==> config.mk <==
export PLATFORM = sky130hd
export DESIGN_NAME = mem_bus_arbiter
export DESIGN_NICKNAME = d
export VERILOG_FILES = /design/src/rtl/mem_bus_arbiter_pkg.sv /design/src/rtl/mem_bus_arbiter.sv
export SDC_FILE = /design/constraint.sdc
export NUM_CORES = 1
export LEC_CHECK = 0
export ABC_AREA = 1
export BUFFER_PORTS_ARGS = -buffer_cell sky130_fd_sc_hd__buf_4
export CAP_MARGIN = 20
export CORE_MARGIN = 1.5
export CORE_UTILIZATION = 50
export DETAILED_ROUTE_END_ITERATION = 6
export PLACE_DENSITY = 0.95
export SLEW_MARGIN = 25
export SYNTH_ARGS = -nofsm -noshare
export SYNTH_HDL_FRONTEND = slang
export SYNTH_SLANG_ARGS = --single-unit
==> constraint.sdc <==
create_clock -name clk -period 3.3 [get_ports clk]
set_input_delay 0.66 -clock clk [delete_from_list [all_inputs] [get_ports clk]]
set_output_delay 0.66 -clock clk [all_outputs]
set_load 0.01 [all_outputs]
==> src/rtl/mem_bus_arbiter_pkg.sv <==
// Shared definitions for the memory bus arbiter: bus widths, FSM state and owner encodings.
package mem_bus_arbiter_pkg;

    localparam int ADDR_BUS = 32;
    localparam int DATA_BUS = 32;

    typedef enum logic [1:0] {
        IDLE = 2'd0,
        ADDR = 2'd1,
        WAIT = 2'd2
    } state_t;

    typedef enum logic {
        OWNER_INST = 1'b0,
        OWNER_DATA = 1'b1
    } owner_t;

endpackage

==> src/rtl/mem_bus_arbiter.sv <==
// Two-port (fetch / MEM data) arbiter onto a single SRAM-like bus with address and data handshakes.
// One transaction is outstanding at a time; flushed accesses are dropped or drained.
module mem_bus_arbiter
    import mem_bus_arbiter_pkg::*;
#(
    parameter int ADDR_WIDTH = ADDR_BUS,
    parameter int DATA_WIDTH = DATA_BUS
) (
    input  logic                  clk,
    input  logic                  rst,

    input  logic                  inst_en,
    input  logic [ADDR_WIDTH-1:0] inst_addr,
    input  logic                  inst_consume,
    output logic [DATA_WIDTH-1:0] inst_rdata,
    output logic                  inst_valid,
    output logic                  inst_stall,

    input  logic                  ram_en,
    input  logic [3:0]            ram_write_en,
    input  logic [ADDR_WIDTH-1:0] ram_addr,
    input  logic [DATA_WIDTH-1:0] ram_write_data,
    input  logic                  data_consume,
    output logic [DATA_WIDTH-1:0] ram_read_data,
    output logic                  data_valid,
    output logic                  data_stall,

    input  logic                  flush,

    output logic                  bus_req,
    output logic                  bus_wr,
    output logic [3:0]            bus_wstrb,
    output logic [ADDR_WIDTH-1:0] bus_addr,
    output logic [DATA_WIDTH-1:0] bus_wdata,
    input  logic                  bus_addr_ok,
    input  logic                  bus_data_ok,
    input  logic [DATA_WIDTH-1:0] bus_rdata
);

    state_t                state, state_next;
    owner_t                owner;
    logic [ADDR_WIDTH-1:0] addr_q;
    logic [DATA_WIDTH-1:0] wdata_q;
    logic [3:0]            wstrb_q;
    logic                  wr_q;
    logic                  discard;
    logic                  inst_done, data_done;

    logic data_eligible, inst_eligible, grant;
    logic response, inst_set, data_set, inst_clear, data_clear;

    // Fixed priority: the data port belongs to the older instruction, so it wins.
    assign data_eligible = ram_en  & ~data_done & ~flush;
    assign inst_eligible = inst_en & ~inst_done & ~flush;
    assign grant         = (state == IDLE) & (data_eligible | inst_eligible);

    assign response   = (state == WAIT) & bus_data_ok & ~discard;
    assign inst_set   = response & (owner == OWNER_INST);
    assign data_set   = response & (owner == OWNER_DATA);
    assign inst_clear = inst_consume | ~inst_en | flush;
    assign data_clear = data_consume | ~ram_en  | flush;

    always_comb begin
        // NOTE: next state is defaulted before the case so no path leaves it unassigned (no latch).
        state_next = state;
        case (state)
            IDLE: if (grant) state_next = ADDR;
            ADDR: begin
                if (bus_addr_ok)  state_next = WAIT;
                else if (flush)   state_next = IDLE;
            end
            WAIT: if (bus_data_ok) state_next = IDLE;
            default: state_next = IDLE;
        endcase
    end

    // NOTE: all sequential state uses non-blocking assignments so every register samples pre-edge values.
    always_ff @(posedge clk or negedge rst) begin
        if (!rst) begin
            state   <= IDLE;
            owner   <= OWNER_INST;
            addr_q  <= '0;
            wdata_q <= '0;
            wstrb_q <= '0;
            wr_q    <= 1'b0;
            discard <= 1'b0;
        end else begin
            state <= state_next;
            if (grant) begin
                owner   <= data_eligible ? OWNER_DATA : OWNER_INST;
                addr_q  <= data_eligible ? ram_addr : inst_addr;
                wdata_q <= data_eligible ? ram_write_data : '0;
                wstrb_q <= data_eligible ? ram_write_en : 4'b0000;
                wr_q    <= data_eligible & (|ram_write_en);
            end
            // A response already in flight cannot be cancelled on the bus; mark it to be drained.
            case (state)
                ADDR: if (bus_addr_ok) discard <= flush;
                WAIT: begin
                    if (bus_data_ok) discard <= 1'b0;
                    else if (flush)  discard <= 1'b1;
                end
                default: discard <= 1'b0;
            endcase
        end
    end

    always_ff @(posedge clk or negedge rst) begin
        if (!rst) begin
            inst_done     <= 1'b0;
            data_done     <= 1'b0;
            inst_rdata    <= '0;
            ram_read_data <= '0;
        end else begin
            if (inst_clear)    inst_done <= 1'b0;
            else if (inst_set) inst_done <= 1'b1;

            if (data_clear)    data_done <= 1'b0;
            else if (data_set) data_done <= 1'b1;

            if (inst_set)          inst_rdata    <= bus_rdata;
            if (data_set && !wr_q) ram_read_data <= bus_rdata;
        end
    end

    assign inst_valid = inst_done;
    assign data_valid = data_done;
    assign inst_stall = inst_en & ~inst_done;
    assign data_stall = ram_en  & ~data_done;

    assign bus_req   = (state == ADDR);
    assign bus_wr    = wr_q;
    assign bus_wstrb = wstrb_q;
    assign bus_addr  = addr_q;
    assign bus_wdata = wdata_q;

endmodule

== Word level (Yosys, flattened, before mapping) ==
Index checks and enable logic that the tools add are counted.
W data, S select, Z words.
Word-level totals
  register bits after elaboration: 139
  input bits: 141
  output and inout bits: 138
Cells by class
  eq/ne operators: 7
  mux-type cells: 17
  bitwise logic cells: 22
  reductions and logical operators: 8
Operators with widths (number)
  $mux W32: 2
  $and A1 B1 Y1: 10
  $mux W1: 8
  $mux W2: 4
  $not A1 Y1: 7
  $pmux W2 S3: 1
  $or A1 B1 Y1: 5
  $mux W4: 1
  $ne A2 B2 Y1 const B: 2
  $reduce_bool A2 Y1: 2
  $reduce_or A4 Y1: 1
  $ne A3 B2 Y1 const B: 1
  $ne A3 B3 Y1 const B: 1
  $reduce_and A3 Y1: 1
  $eq A2 B1 Y1 const B: 1
  $eq A2 B2 Y1 const B: 1
  $logic_not A2 Y1: 1
  $ne A2 B1 Y1 const B: 1
  $pmux W1 S2: 1
  $reduce_and A2 Y1: 1
  $logic_and A1 B1 Y1: 1
  $logic_not A1 Y1: 1

== Depth between registers and ports, before layout ==
  depth after elaboration: 7
  mapped depth: 9
  depth with buffers taken out: 8

== Worst setup path after synthesis ==
Ideal clock, no wire load.
  path kind: input port to output port
  from: in ram_en
  to: out data_stall
  arrival: 1.057 ns
  data required time: 2.640 ns
  path slack: 1.583 ns
  stages on the path: 3
  path buffers: 1
  path through: inv_1 -> nor2_2 -> buf_2
On the way
  longest elaborated chain between the ends: 1
RTL lines
  from (decl): line mem_bus_arbiter.sv:19  | input logic ram_en,
  $and A1 B1 Y1: line mem_bus_arbiter.sv:129  | assign data_stall = ram_en & ~data_done;
  to (decl): line mem_bus_arbiter.sv:26  | output logic data_stall,
No other way between the ends.

== Final worst setup path ==
  from: reg state[0]
  to: reg ram_read_data[25]
On the way
  longest elaborated chain between the ends: 5
RTL lines
  from (decl): line mem_bus_arbiter.sv:40  | state_t state, state_next;
  from (signal assigned): line mem_bus_arbiter.sv:88  | state <= state_next;
  $eq A2 B2 Y1: line mem_bus_arbiter.sv:57  | assign response = (state == WAIT) & bus_data_ok & ~discard;
  $and A1 B1 Y1 (2 in series): line mem_bus_arbiter.sv:57
  $and A1 B1 Y1: line mem_bus_arbiter.sv:59  | assign data_set = response & (owner == OWNER_DATA);
  $logic_and A1 B1 Y1: line mem_bus_arbiter.sv:122  | if (data_set && !wr_q) ram_read_data <= bus_rdata;
  to (signal assigned): line mem_bus_arbiter.sv:122
  to (decl): line mem_bus_arbiter.sv:24  | output logic [DATA_WIDTH-1:0] ram_read_data,
No other way between the ends.
A chain may end at the register's enable or synchronous reset.

==> flow_summary.json <==
{
  "drv_slew": 0,
  "drtIter0Drc": 480,
  "yosys_warnings": 0,
  "power_leakage_nw": 5.00,
  "ios": 279,
  "num_vias": 5718,
  "crit_fanout": 42,
  "die_area_um2": 12300,
  "final_cells": 1121,
  "fin_nets": 1109,
  "met1_usage_pct": 32.8,
  "synth.distinct_cells": 19,
  "max_cap_viol_count": 0,
  "path_clk_slew_ns": 0.06,
  "min_period_ns": 2.31,
  "crit_required_ns": 3.55,
  "area_growth_pct": 49.9,
  "grt_pass1_vias": 5767,
  "synth_mux_area_share_pct": 0,
  "p_per_area_nw_per_um2": 905,
  "initial_core_util_pct": 51.0,
  "die_h_um": 111,
  "fmax_mhz": 433,
  "synth_top_area_share_pct": 60.0,
  "syn_avg_cell_area_um2": 8.35,
  "max_slew.worst_pin.slew_ns": 0.768,
  "num_antenna_cells": 0,
  "viasPerCell": 5.10,
  "grt_pass1_wl_um": 27500,
  "numCtsBuffers": 17,
  "drc": 0,
  "setup_viol": 0,
  "fin_tns_setup_ns": 0,
  "post_cts_buffers": 0,
  "yosysSeqAreaShare_pct": 60.0,
  "synth_top_family_by_area": "simple AND/OR/NAND/NOR gates",
  "overflow": 0,
  "htreeDepth": 4,
  "setup.worst_path.start_class": "register",
  "rsz0062_at_grt": "no",
  "max-slew-margin-rel_pct": 48.5,
  "routed_wl_um": 16900,
  "track_usage_pct": 28.1,
  "yosysTopAreaCell": "dfrtp_1",
  "place_inst": 1089,
  "antenna_found_initial": 0,
  "synth_compound_area_share_pct": 6.21,
  "dp_hpwl_um": 12000,
  "drive_above_1_share_pct": 33.4,
  "top_usage_layer": "met2",
  "period_share_pct": 70.0,
  "cp.arrival_ns": 2.56,
  "synth_xor_area_share_pct": 0,
  "die_x_um": 111,
  "fp.coreArea_um2": 11400,
  "r2r_slack_ns": 0.99,
  "cts.repair.resized": 0,
  "clkLatencyLatePin_ns": 0.41,
  "postSynthCellCount": 695,
  "hold_viol_final": 0,
  "path_class": "register to register",
  "clock_skew_ns": 0.0105,
  "cts_sinks": 139,
  "detail-route-antenna-nets": 0,
  "rows": 39,
  "grtUsageMet3_pct": 7.93,
  "min_path_type": "primary input to async pin",
  "crit_path_end_kind": "register",
  "outcome": "completed",
  "holdWs_ns": 0.189,
  "synthesis.nets": 839,
  "met2_usage_pct": 48.9,
  "postCtsHoldBufs": 0,
  "cts_buffer_depth": 2,
  "dr.pass1.iters": 6,
  "wl_per_cell_um": 15.1,
  "synthAdderAreaFrac_pct": 0.647,
  "portBuffers": 278,
  "grt_max_degree": 66,
  "synth_seq_cells": 139,
  "synth.top_cells.by_area": "dfrtp_1 (60%), nand2_1 (23%), o21ai_0 (6.0%), nand3_1 (3.2%), inv_1 (3.1%)",
  "synth_area_um2": 5800,
  "synth-simple-area-share_pct": 27.0,
  "root_buffer": "clkbuf_16",
  "cts_tree": "built",
  "gp_congestion": 0.876,
  "peakVddDrop_v": 0.000551
}
[power by group]
group / total, W / switching (W) / leakage [nW] / internal, W
sequential: 0.00285 / 0.000438 / 1.79 / 0.00241
combinational: 0.00277 / 0.00146 / 2.86 / 0.00131
clock: 0.00226 / 0.000712 / 0.342 / 0.00154
[registers in the layout, summed over array words and instances, names as in the netlist]
name           cells
bus_addr          32
bus_wdata         32
bus_wr             1
bus_wstrb          4
data_valid         1
discard            1
inst_rdata        32
inst_valid         1
owner              1
ram_read_data     32
state              2
[worst paths after layout]
kind / start / to / depth (start not counted)
max: state[0] / ram_read_data[25] / 8
min: rst / bus_wdata[11] / 1
max reg2reg: state[0] / ram_read_data[25] / 8
min reg2reg: bus_wdata[10] / bus_wdata[10] / 2
max in group asynchronous: rst / inst_rdata[14] / 2
min in group clk: ram_write_data[20] / bus_wdata[20] / 3
[final cells by class]
class,instances,area [µm²]
multi-input combinational,471,1970
timing repair buffer,286,2160
clock inverter,9,204
clock buffer,23,508
inverter,50,188
sequential,139,3480
fill,770,2680
tap,143,179
[through the flow]
| stage | setup WS (ns) | util [%] | cell area [µm²] | power [W] |
|---|---|---|---|---|
| after floorplan | 1.58 | - | 5800 | 0.00404 |
| after global placement | 0.778 | 70.2 | 7980 | 0.00548 |
| after detailed placement | 0.706 | 70.2 | 7980 | 0.00562 |
| after CTS | 1.04 | 76.4 | 8690 | 0.00791 |
| after global routing | 0.769 | 76.5 | 8690 | 0.00833 |
| final | 0.991 | 76.5 | 8690 | 0.00787 |
[cell families after synthesis]
logic type	count (synthesis)
buffers and inverters	85
flip-flops	139
AND/OR/NAND/NOR	396
AO/OA/AOI/OAI	72
adder cells (fa/ha/maj)	3
[critical path, cell delays in order (launching register included)]
cell	delay [ns]
dfrtp_1	0.42
inv_1	0.10
ha_1	0.17
nand2_1	0.07
nor2_2	0.19
nand3b_2	0.61
buf_4	0.43
nand2_1	0.08
o21ai_0	0.08
[per-layer routing]
layer / vias to the layer above / part of all wire (%)
met5: - / 0
met4: 0 / 3.0
met3: 48 / 8.0
met2: 313 / 51
met1: 2670 / 38
li1: 2687 / -
[Yosys cell counts]
cell / count
nand2_1: 351
dfrtp_1: 139
o21ai_0: 69
inv_1: 48
nand3_1: 37
buf_2: 21
clkbuf_1: 10
buf_4: 3
ha_1: 3
a21oi_1: 2
inv_2: 2
nor2_1: 2
nor2_2: 2
buf_1: 1
nand2_2: 1
nand3_4: 1
nand3b_2: 1
nor2_4: 1
o21ai_1: 1
[cell usage in the layout, fill, tap and decap left out, drive strengths merged]
cell type	n
o21ai	70
buf	286
ha	3
bufinv	6
nand2	352
nor2	5
nand3	38
nand3b	1
inv	51
clkbuf	23
dfrtp	139
a21oi	2
clkinvlp	2
Note: power is estimated with default switching activity, not from simulation.
